## src/rtl/fp6_pkg.sv

```systemverilog
// Shared FP6 (E2M3) payload types for the normalizer arbiter.
//   fp6_raw_t  : raw adder sum {sign, e[1:0], m[3:0]}, m[3] is the hidden bit
//   fp6_norm_t : normalized result {sign, e[1:0], m[4:0]}
package fp6_pkg;

  localparam int unsigned FP6_E_W = 2;
  localparam int unsigned FP6_M_W = 3;

  typedef struct packed {
    logic               sign;
    logic [FP6_E_W-1:0] e;
    logic [FP6_M_W:0]   m;
  } fp6_raw_t;

  typedef struct packed {
    logic                 sign;
    logic [FP6_E_W-1:0]   e;
    logic [FP6_M_W+1:0]   m;
  } fp6_norm_t;

endpackage

```

## src/rtl/addition_normalizer_fp6.sv

```systemverilog
// Combinational FP6 addition normalizer (non-zero mantissa path).
//   raw    : raw sum from stage 1
//   norm_c : normalized result; an all-zero mantissa is handled by the caller
module addition_normalizer_fp6
  import fp6_pkg::*;
(
  input  fp6_raw_t  raw,
  output fp6_norm_t norm_c
);

  // Shift left by the leading-zero count, limited by the available exponent range.
  always_comb begin
    norm_c.sign = raw.sign;
    norm_c.e    = raw.e;
    norm_c.m    = {1'b0, raw.m};
    if (raw.m[3]) begin
      norm_c.e = raw.e;
    end else if (raw.m[2]) begin
      // Already at the minimum exponent: leave unnormalized.
      if (raw.e != 2'd0) begin
        norm_c.e = raw.e - 2'd1;
        norm_c.m = {raw.m, 1'b0};
      end
    end else if (raw.m[1]) begin
      // Exponent wraps modulo 4 by design of the lane datapath.
      norm_c.e = raw.e - 2'd2;
      norm_c.m = {raw.m[2:0], 2'b00};
    end else if (raw.m[0]) begin
      norm_c.e = 2'd0;
      if (raw.e == 2'd3) begin
        norm_c.m = 5'b01000;
      end else begin
        norm_c.m = 5'd1 << raw.e;
      end
    end
  end

endmodule

```

## src/rtl/fp6_norm_arbiter.sv

```systemverilog
// Round-robin arbiter sharing one FP6 normalizer among NUM_REQ adder lanes.
//   clk, rst_n           : clock, synchronous active-low reset
//   req_valid/req_ready  : per-lane handshake (req_ready combinational)
//   req_sign/req_e/req_m : per-lane raw sum
//   out_valid/out_ready  : result handshake
//   out_sign/e/m/id      : normalized result and source lane, from stage-2 flops
module fp6_norm_arbiter
  import fp6_pkg::*;
#(
  parameter int unsigned NUM_REQ = 4,
  parameter int unsigned ID_W    = $clog2(NUM_REQ)
) (
  input  logic                    clk,
  input  logic                    rst_n,
  input  logic [NUM_REQ-1:0]      req_valid,
  output logic [NUM_REQ-1:0]      req_ready,
  input  logic [NUM_REQ-1:0]      req_sign,
  input  logic [NUM_REQ-1:0][1:0] req_e,
  input  logic [NUM_REQ-1:0][3:0] req_m,
  output logic                    out_valid,
  input  logic                    out_ready,
  output logic                    out_sign,
  output logic [1:0]              out_e,
  output logic [4:0]              out_m,
  output logic [ID_W-1:0]         out_id
);

  logic            s1_valid;
  fp6_raw_t        s1_raw;
  logic [ID_W-1:0] s1_id;
  logic            s2_valid;
  fp6_norm_t       s2_res;
  logic [ID_W-1:0] s2_id;
  logic [ID_W-1:0] rr_ptr;

  logic [ID_W-1:0] grant;
  logic            grant_found;
  logic            s1_can_load;
  logic            s2_can_load;
  logic            accept;
  fp6_norm_t       norm_c;
  fp6_norm_t       s2_next;

  // Handshake: stage 2 frees on drain, stage 1 frees when it can move into stage 2.
  assign s2_can_load = !s2_valid || out_ready;
  assign s1_can_load = !s1_valid || s2_can_load;

  // Round-robin search starting at rr_ptr, wrapping modulo NUM_REQ.
  always_comb begin
    int unsigned idx;
    logic [ID_W-1:0] idx_t;
    grant       = '0;
    grant_found = 1'b0;
    for (int unsigned k = 0; k < NUM_REQ; k++) begin
      idx   = (32'(rr_ptr) + k) % NUM_REQ;
      idx_t = ID_W'(idx);
      if (!grant_found && req_valid[idx_t]) begin
        grant       = idx_t;
        grant_found = 1'b1;
      end
    end
  end

  // No acceptance while reset is asserted.
  assign accept = rst_n && grant_found && s1_can_load;

  always_comb begin
    req_ready        = '0;
    req_ready[grant] = accept;
  end

  addition_normalizer_fp6 u_norm (
    .raw    (s1_raw),
    .norm_c (norm_c)
  );

  // Zero mantissa bypasses the normalizer, keeping only the sign.
  always_comb begin
    s2_next = norm_c;
    if (s1_raw.m == 4'd0) begin
      s2_next.e = 2'd0;
      s2_next.m = 5'd0;
    end
  end

  always_ff @(posedge clk) begin
    if (!rst_n) begin
      rr_ptr   <= '0;
      s1_valid <= 1'b0;
      s1_raw   <= '0;
      s1_id    <= '0;
      s2_valid <= 1'b0;
      s2_res   <= '0;
      s2_id    <= '0;
    end else begin
      if (accept) begin
        rr_ptr <= (grant == ID_W'(NUM_REQ - 1)) ? '0 : grant + ID_W'(1);
      end
      if (s1_can_load) begin
        s1_valid <= accept;
        if (accept) begin
          s1_raw <= '{sign: req_sign[grant], e: req_e[grant], m: req_m[grant]};
          s1_id  <= grant;
        end
      end
      if (s2_can_load) begin
        s2_valid <= s1_valid;
        if (s1_valid) begin
          s2_res <= s2_next;
          s2_id  <= s1_id;
        end
      end
    end
  end

  assign out_valid = s2_valid;
  assign out_sign  = s2_res.sign;
  assign out_e     = s2_res.e;
  assign out_m     = s2_res.m;
  assign out_id    = s2_id;

endmodule

```

## config.mk

```make
export PLATFORM = sky130hd
export DESIGN_NAME = fp6_norm_arbiter
export DESIGN_NICKNAME = d
export VERILOG_FILES = /design/src/rtl/fp6_pkg.sv /design/src/rtl/addition_normalizer_fp6.sv /design/src/rtl/fp6_norm_arbiter.sv
export SDC_FILE = /design/constraint.sdc
export NUM_CORES = 1
export LEC_CHECK = 0
export ABC_AREA = 1
export ABC_CLOCK_PERIOD_IN_PS = 2050
export BUFFER_PORTS_ARGS = -buffer_cell sky130_fd_sc_hd__buf_2
export CAP_MARGIN = 20
export CELL_PAD_IN_SITES_DETAIL_PLACEMENT = 1
export CELL_PAD_IN_SITES_GLOBAL_PLACEMENT = 2
export CORE_ASPECT_RATIO = 0.9
export CORE_MARGIN = 5
export CORE_UTILIZATION = 27
export DETAILED_ROUTE_END_ITERATION = 16
export PLACE_DENSITY_LB_ADDON = 0.12
export SLEW_MARGIN = 15
export SYNTH_ARGS = -nofsm -noshare
export SYNTH_HDL_FRONTEND = slang
export SYNTH_HIERARCHICAL = 1
export SYNTH_SLANG_ARGS = --single-unit
```

## constraint.sdc

```tcl
create_clock -name clk -period 2.05 [get_ports clk]
set_input_delay 0.1025 -clock clk [delete_from_list [all_inputs] [get_ports clk]]
set_output_delay 0.1025 -clock clk [all_outputs]
set_load 0.005 [all_outputs]
```

# [Word-level counts from Yosys, hierarchy flattened]
# Index checks and enable logic that the tools add are counted.
[op_classes] div_mod_pow=0 bitwise_logic=1 n_reduce_logical=17 shifts=1 mul=0 n_lt_le_gt_ge=6 add_sub_neg=6 eq_ne=2 muxes=33
[ops] cell="7-bit two-way mux" count=5
[ops] cell="2-bit by 3-bit < comparator with 1-bit output, second input constant" count=5
[ops] cell="2-bit two-way mux" count=7
[ops] cell="1-bit binary-select mux with 2-bit select" count=5
[ops] cell="1-bit two-way mux" count=10
[ops] cell="5-bit two-way mux" count=2
[ops] cell="4-bit binary-select mux with 2-bit select" count=1
[ops] cell="1-bit logical AND" count=6
[ops] cell="1-bit zero test" count=5
[ops] cell="1-bit by 2-bit << shifter with 5-bit output, first input constant" count=1
[ops] cell="2-bit by 1-bit adder with 2-bit output, second input constant" count=2
[ops] cell="2-bit adder, second input constant" count=2
[ops] cell="4-bit bitwise AND" count=1
[ops] cell="2-bit binary-select mux with 2-bit select" count=1
[ops] cell="2-bit equality test, second input constant" count=2
[ops] cell="4-bit zero test" count=1
[ops] cell="4-bit two-way mux" count=1
[ops] cell="2-bit AND reduction" count=2
[ops] cell="1-bit demux with 2-bit select" count=1
[ops] cell="2-bit by 1-bit >= comparator with 1-bit output, second input constant" count=1
[ops] cell="1-bit logical OR" count=2
[ops] cell="2-bit nonzero test" count=1
[ops] cell="2-bit by 1-bit subtractor with 2-bit output, second input constant" count=1
[ops] cell="2-bit subtractor, second input constant" count=1
[word_totals] elab_cells=77 regBits=23 latch_bits=0 romBits=0 mem_bits_rw=0 input_bits=35 memories=0 out_inout_bits=15

# [Depth between registers and ports, before layout]
# Gate-level depths: netlist (run 1).
[depth] depth_word=17 mapped_depth=16 ltp_nobuf=14

# [Modules after synthesis]
# The synthesis (run 1) kept the hierarchy.
[modules_own_cells] module="fp6_norm_arbiter" cells_per_inst=230 area_each_um2=1547.7 seq_area_each_um2=460.4 n_inst=1
[modules_own_cells] module="addition_normalizer_fp6" cells_per_inst=45 area_each_um2=214.0 seq_area_each_um2=0.0 n_inst=1

# [Worst setup path after synthesis (run 1)]
# No wires, ideal clock.
[synth_path] path_kind="register -> register" start="reg rr_ptr[0]" end="reg rr_ptr[1]" arrival_time_ps=1741 path_buffers=2 setup_ps=120 setup_slack_ps=189 period_less_slack_ps=1861 t_required_ps=1930 stages_incl_launch_ff=15 cell_sequence="dfxtp_1 -> buf_6 -> inv_8 -> nand2_1 -> nand2_2 -> nand2_2 -> nand2_2 -> nor2_8 -> nand3_4 -> nand3_4 -> buf_8 -> inv_2 -> ha_1 -> o21ai_0 -> a21oi_1"
[synth_between] elab_chain_cells=14 word_cells_on_any_way=30 cone_classes="add/sub (4); eq/ne (1); mux (17); reduce/logical (8)"
[synth_lines] element="start: declaration" line_no="fp6_norm_arbiter.sv:34" rtl="logic [ID_W-1:0] rr_ptr;"
[synth_lines] element="start signal: assignment" line_no="fp6_norm_arbiter.sv:97" rtl="rr_ptr <= (grant == ID_W'(NUM_REQ - 1)) ? '0 : grant + ID_W'(1);"
[synth_lines] element="parallel branches: the longest is 14 deep, another holds 2-bit by 1-bit adder with 2-bit output"
# Parallel ways; which one is timed is not known. The select of a mux whose other input is x is not followed.
# A chain may end at the register's enable or synchronous reset.

# [Worst setup path in the final report (run 1)]
[layout_path] start="reg rr_ptr[0]" end="out req_ready[3]"
[layout_between] elab_chain_cells=17 word_cells_on_any_way=33 cone_classes="add/sub (3); order compare (2); mux (18); bitwise (1); reduce/logical (9)"
[layout_lines] element="parallel branches: the longest is 16 deep, another holds 2-bit by 3-bit < comparator with 1-bit output"
[layout_lines] element="4-bit bitwise AND (no line) *"
[layout_lines] element="end: declaration" line_no="fp6_norm_arbiter.sv:16" rtl="output logic [NUM_REQ-1:0] req_ready,"
# Every way passes the cells marked *. The select of a mux whose other input is x is not followed.

==> results of run 1 <==
## state kept, by name (all words and copies together) (netlist names)
signal / count
out_m: 5
out_valid: 1
s1_raw: 7
out_id: 2
rr_ptr: 2
s1_id: 2
out_sign: 1
s1_valid: 1
out_e: 2
## placed cells by master, fill, tap and decap left out, types with 2 or more instances in the layout
| master | count |
|---|---|
| or2_1 | 4 |
| nand2_1 | 60 |
| nand3_4 | 3 |
| o21ai_0 | 13 |
| a21oi_1 | 15 |
| inv_2 | 7 |
| a21oi_2 | 2 |
| dfxtp_1 | 21 |
| nand3_2 | 6 |
| buf_4 | 14 |
| buf_12 | 2 |
| nand2_2 | 17 |
| nand2_4 | 4 |
| dfxtp_2 | 2 |
| buf_2 | 50 |
| o211ai_1 | 4 |
| o31ai_1 | 2 |
| o21ai_1 | 2 |
| nor2_2 | 6 |
| inv_1 | 38 |
| nand3_1 | 27 |
| nand4_1 | 6 |
| nor2_1 | 14 |
| clkbuf_8 | 3 |
| inv_4 | 2 |
## worst register-to-register path: cells and delay by family (launching register included)
| kind | cells | cell delay, ns |
|---|---|---|
| buffers and inverters | 4 | 0.52 |
| and+or+nand+nor | 10 | 0.96 |
| DFF | 1 | 0.33 |
## final timing paths
check,start,to,slack (ns),cells after the start
max,rr_ptr[0]$_SDFFE_PN0P_,req_ready[3],0.05,14
min,req_e[3],s1_raw[5]$_SDFFE_PN0P_,0.09,3
max reg2reg,rr_ptr[0]$_SDFFE_PN0P_,s1_raw[3]$_SDFFE_PN0P_,0.12,14
min reg2reg,s1_id[0]$_SDFFE_PN0P_,out_id[0]$_SDFFE_PN0P_,0.48,2
## metrics by stage
| stage | setup slack (ns) | area [um^2] | total power, W |
|---|---|---|---|
| after detailed placement | 0.0609 | 2100 | 0.00324 |
| after CTS | 0.00252 | 2220 | 0.00371 |
| after floorplan | 0.189 | 1760 | 0.00263 |
| after global placement | 0.0971 | 2100 | 0.00321 |
| final | 0.0485 | 2300 | 0.00380 |
| after global routing | -0.100 | 2300 | 0.00423 |
## layout make-up
class	count	area (um^2)
fill	902	4150
multi-input combinational	193	1080
sequential	23	463
timing repair buffer	67	407
inverter	48	193
tap	90	113
clock buffer	3	41.3
clock inverter	1	5.00
## cell families after synthesis
family	Yosys count
flip-flops	23
AND/OR/NAND/NOR	152
buffers and inverters	59
AO/OA/AOI/OAI	39
other	1
adder cells (fa/ha/maj)	1
## synth_stat cells, drive strengths merged
cell and count:
nand4 6, nand3 36, a21boi 1, nor3 1, or2 4, nand3b 1, o31ai 2, inv 48
dfxtp 23, nor2 22, nand2 81, a21oi 17, or4 1, conb 1, o21ai 15, ha 1
clkbuf 4, buf 7, o211ai 4
## power breakdown
| group | total (W) | switching, W | internal [W] |
|---|---|---|---|
| Clock | 0.000282 | 0.000147 | 0.000136 |
| Combinational | 0.00274 | 0.00164 | 0.00111 |
| Sequential | 0.000776 | 0.000159 | 0.000618 |
## routing by layer
| layer | up-vias | global-route usage (%) | part of all wire (%) |
|---|---|---|---|
| met1 | 848 | 18.8 | 49 |
| met3 | 2 | 3.04 | 4.3 |
| met4 | 0 | 1.57 | 0.33 |
| met5 | - | 0 | 0 |
| li1 | 990 | - | - |
| met2 | 34 | 21.2 | 46 |
## timing repair
action                                  in CTS  in global routing
endpoints found under the setup margin       4                  4
buffers inserted                             4                  6
pin swaps                                    4                  5
cloned                                       1                  0
resized for setup                           13                 11
==> run metrics, run 1 <==
WP buf/inv 5; fin crit share 97.6%; Final Skew 0.00158 ns; PortBufs 49; xor/xnor share of the synthesized area 0%; worst endpoint required time 1.95 ns; WL/cell 12.2 um; Die Ht 86.6 um; Congestion Overflow GR 0; first-pass GRT wire length 8910 um; Seq/Total Area, Yosys 26.1%; via count of the first global-routing pass 1909; Crit path top cell by count nand2_2; GRT Util Overall 13.3%; final WL 5200 um; Achievable Freq 500 MHz; Slowest cell on crit path dfxtp_2; routability cong. 0.805; Max Cap Viol 0; setup violators final 0; Final Non-Filler Cells 425; Post-Route Utilization 35.6%; num rows 28; CTS tree done; diode count 0; initial antenna violation count 0; DP Cell Count 410; Top delay family on crit path simple AND/OR/NAND/NOR gates; Die Area 8240 um^2; Final Max Slew Viols 0; flops & latches, synth 23; largest net degree at the start of global routing 23; routed vias 1874; RSZ-0062 raised after global routing true; Syn Nets 311; DR pass1 iterations 4; H-Tree Depth 1; CTS Sinks 23; Simple-Gate Fraction of Synth Area 44.7%; area grow syn2layout 30.4%; CORE AREA 6450 um^2; synth top area cells dfxtp_1, nand2_1, inv_1; post-synthesis cell count 275; CP Max Fanout 10; run status finished clean; compound-gate portion of the synthesized area 12.5%; post-synthesis adder-cell area fraction 0.710%; Initial Util 27.3%; Iter 0 DRT Violations 33; startpoint types flip-flop; Hold WC Path Type in2reg; Crit. End Element output port; DP HPWL 4090 um; Yosys cell types 34; final hold violations 0; min Tclk post-route 2.00 ns; post-synth top area share 26.1%; Avg Cell Area, Syn 6.41 um^2; Cell Area, Synth 1760 um^2; # DRC 0; Setup TNS 0 ns; largest family of logic cells by synthesized area simple AND/OR/NAND/NOR gates; CP peak stage delay 0.35 ns; Post-DRT Antenna Nets 0; cts hold-fix bufs 0; power per cell area 1660 nW/um^2; Inserted Clock Buffers 3; root buffer cell clkbuf_8; Hold Worst Slack 0.0945 ns; Arr. time, crit path 1.90 ns; Skew-Pair Late Insertion Delay 0.26 ns; area leader, netlist dfxtp_1; fraction of layout cells with a size suffix above 1 37.0%; Clk pin slew, worst setup/hold paths 0.08 ns; VDD IR max 493 uV; Ports 50; mux cell area share after synthesis 0%; CP Class reg2out; Yosys warnings 6; Leak Pwr 1.22 nW; final net count 372; vias per cell 4.41; Clock Tree Buf Depth 2; CP Cell Sequence buf_6 -> inv_8 -> nand2_2 -> nand2_2 -> nand2_2 -> nand2_4 -> nor2_8 -> nand3_4 -> nand3_4 -> inv_4 -> ha_1 -> inv_1 -> nor2_1 -> buf_2; width of the die 95.1 um
Note: power is estimated with default switching activity, not from simulation.
==> inputs of run 2 (changes only) <==
REMOVE_ABC_BUFFERS = 1   (was not set)
==> run 2 against run 1 <==
Cell area grew 9.2%. Worst hold slack got worse by 0.0059 ns. Core utilization up 3.3 points. Combinational power grew 24%. Non-clock buffer count grew 2. Die area stayed put. First-iteration DRC count grew 42%. Clock power is 1% higher. Clock-buffer cell count stayed put. Maximum frequency fell by 2.2%. Setup slack lost 0.046 ns. Largest power group unchanged.
==> run metrics, run 2 (same netlist as run 1, synthesis figures left out) <==
Sequential Power Share 17.9% (was 20.4%); Ports 50 (unchanged); Final Max Slew Viols 0 (unchanged); Skew-Pair Late Insertion Delay 0.27 ns (was 0.26 ns); CTS Sinks 23 (unchanged); final hold violations 0 (unchanged); max FFs per register 7 (unchanged); Final Skew 0.00775 ns (was 0.00158 ns); run status finished clean (unchanged); startpoint types flip-flop (unchanged); # DRC 0 (unchanged); power per cell area 1790 nW/um^2 (was 1660 nW/um^2); min Tclk post-route 2.05 ns (was 2.00 ns); DR pass1 iterations 4 (unchanged); via count of the first global-routing pass 1932 (was 1909); fraction of layout cells with a size suffix above 1 40.8% (was 37.0%); Leak Pwr 1.30 nW (was 1.22 nW); final WL 5360 um (was 5200 um); commonest non-fill, non-tap cell in the layout nand2_1 (unchanged); PortBufs 49 (unchanged); initial antenna violation count 0 (unchanged); CORE AREA 6450 um^2 (unchanged); Clk pin slew, worst setup/hold paths 0.08 ns (about the same); Die Area 8240 um^2 (unchanged); VDD IR max 626 uV (was 493 uV); worst setup margin 0.00252 ns (was 0.0485 ns); diode count 0 (unchanged); Setup WS pre-CTS 0.0912 ns (was 0.0609 ns); CP Max Fanout 6 (was 10); worst endpoint required time 1.95 ns (about the same); DP HPWL 3820 um (was 4090 um); CTS tree done (unchanged); Congestion Overflow GR 0 (unchanged); Hold Crit Start req_m[7] (was req_e[3]); GRT Util Overall 13.3% (about the same); routed vias 1897 (was 1874); Initial Util 27.3% (unchanged); Iter 0 DRT Violations 47 (was 33); Die Ht 86.6 um (unchanged); NetSw 0.00220 W (was 0.00194 W); width of the die 95.1 um (unchanged); reg2reg end s1_raw[3]$_SDFFE_PN0P_ (unchanged); setup violators final 0 (unchanged); root buffer cell clkbuf_8 (unchanged); Post-DRT Antenna Nets 0 (unchanged); reg2reg path depth 13 (was 14); worst hold path depth 3 (unchanged); Sw Share 49.1% (was 51.0%); Worst R2R Start rr_ptr[0]$_SDFFE_PN0P_ (unchanged); first-pass GRT wire length 8910 um (about the same); area grow syn2layout 42.3% (was 30.4%); Achievable Freq 488 MHz (was 500 MHz); Max Cap Viol 0 (unchanged); Worst R2R Setup Slack 0.10 ns (was 0.12 ns); routability cong. 0.789 (was 0.805); RSZ-0062 raised after global routing true (unchanged); Inserted Clock Buffers 3 (unchanged); final net count 375 (was 372); fin crit share 99.9% (was 97.6%); CP Class reg2out (unchanged); Clock Power Share 6.4% (was 7.4%); Reg with most FFs s1_raw (unchanged); combinational group share of total power 75.7% (was 72.2%); Clock Tree Buf Depth 2 (unchanged); largest net degree at the start of global routing 21 (was 23); num rows 28 (unchanged); vias per cell 4.43 (was 4.41); Arr. time, crit path 1.94 ns (was 1.90 ns); Crit. End Element output port (unchanged); commonest non-fill, non-tap cells in the layout nand2_1, buf_2, inv_1 (unchanged); cts hold-fix bufs 0 (unchanged); Post-Route Utilization 38.9% (was 35.6%); WL/cell 12.5 um (was 12.2 um); hold path endpoint s1_raw[3]$_SDFFE_PN0P_ (was s1_raw[5]$_SDFFE_PN0P_); Internal Power 0.00228 W (was 0.00186 W); Hold WC Path Type in2reg (unchanged); H-Tree Depth 1 (unchanged)
## run 2: cell count changes in the layout (fill, tap and decap cells not counted), sizes merged
| cell | previous run | this run |
|---|---|---|
| buf | 67 | 68 |
| bufbuf | 0 | 1 |
| inv | 48 | 49 |
## run 2: layout make-up
type,count,area [um^2]
Timing Repair Buffer,69,473
Clock buffer,3,41.3
Tap cell,90,113
Clock inverter,1,5.00
Inverter,48,200
Multi-Input combinational cell,193,1200
Fill cell,872,3940
Sequential cell,23,468
Timing Repair inverter,1,8.76
## run 2: worst max-delay path, stage by stage, from the launching register on
cell and delay, ns:
dfxtp_4 0.38, buf_12 0.15, nand2_1 0.11, nand2_4 0.08
nand2_2 0.08, nand2_2 0.07, nand2_4 0.10, nand2_4 0.05
nand2_4 0.07, nand3_4 0.11, inv_4 0.10, ha_4 0.13
inv_1 0.03, nor2_1 0.10, buf_2 0.12
## run 2: how the worst max path moves through the flow
stage                           startpoint                     end  cells past startpoint  slack (ns)
finish              rr_ptr[0]$_SDFFE_PN0P_            req_ready[3]                     14       0.003
global route        rr_ptr[0]$_SDFFE_PN0P_            req_ready[3]                     14       -0.11
CTS                 rr_ptr[0]$_SDFFE_PN0P_            req_ready[3]                     14       0.006
detailed placement  rr_ptr[0]$_SDFFE_PN0P_  rr_ptr[1]$_SDFFE_PN0P_                     12        0.09
global placement    rr_ptr[0]$_SDFFE_PN0P_  rr_ptr[1]$_SDFFE_PN0P_                     12        0.09
floorplan           rr_ptr[0]$_SDFFE_PN0P_  rr_ptr[1]$_SDFFE_PN0P_                     10        0.01
## run 2: stage by stage
step	cells	power, W	hold WS [ns]	TNS (ns)	instance area [um^2]
after floorplan	264	0.00243	0.229	0	1670
after CTS	422	0.00422	0.0826	0	2380
after global routing	428	0.00491	0.0936	-0.351	2510
after detailed placement	408	0.00320	0.362	0	2090
final	428	0.00448	0.0885	0	2510
after global placement	408	0.00320	0.367	0	2090
## run 2: layer usage
metal	global-route usage, %	share of wire [%]	up-vias
met4	2.62	0.58	0
met2	21.2	46	41
met5	0	0	-
met3	2.26	4.4	4
met1	18.8	49	854
li1	-	-	998
## run 2: power groups by stage
stage	Clock (W)	Combinational [W]	Sequential (W)
3_3_place_gp	0	0.00242	0.000780
2_1_floorplan	0	0.00166	0.000769
5_1_grt	0.000317	0.00376	0.000832
3_5_place_dp	0	0.00242	0.000782
6_report	0.000286	0.00339	0.000803
4_1_cts	0.000301	0.00312	0.000794
## run 2: repair_timing
| item | 4_1_cts | 5_1_grt |
|---|---|---|
| hold endpoints to repair | 0 | 0 |
| cloned | 2 | 1 |
| resized for setup | 36 | 19 |
| pin swaps | 18 | 8 |
| setup endpoints to repair | 4 | 11 |
| buffers inserted | 8 | 5 |
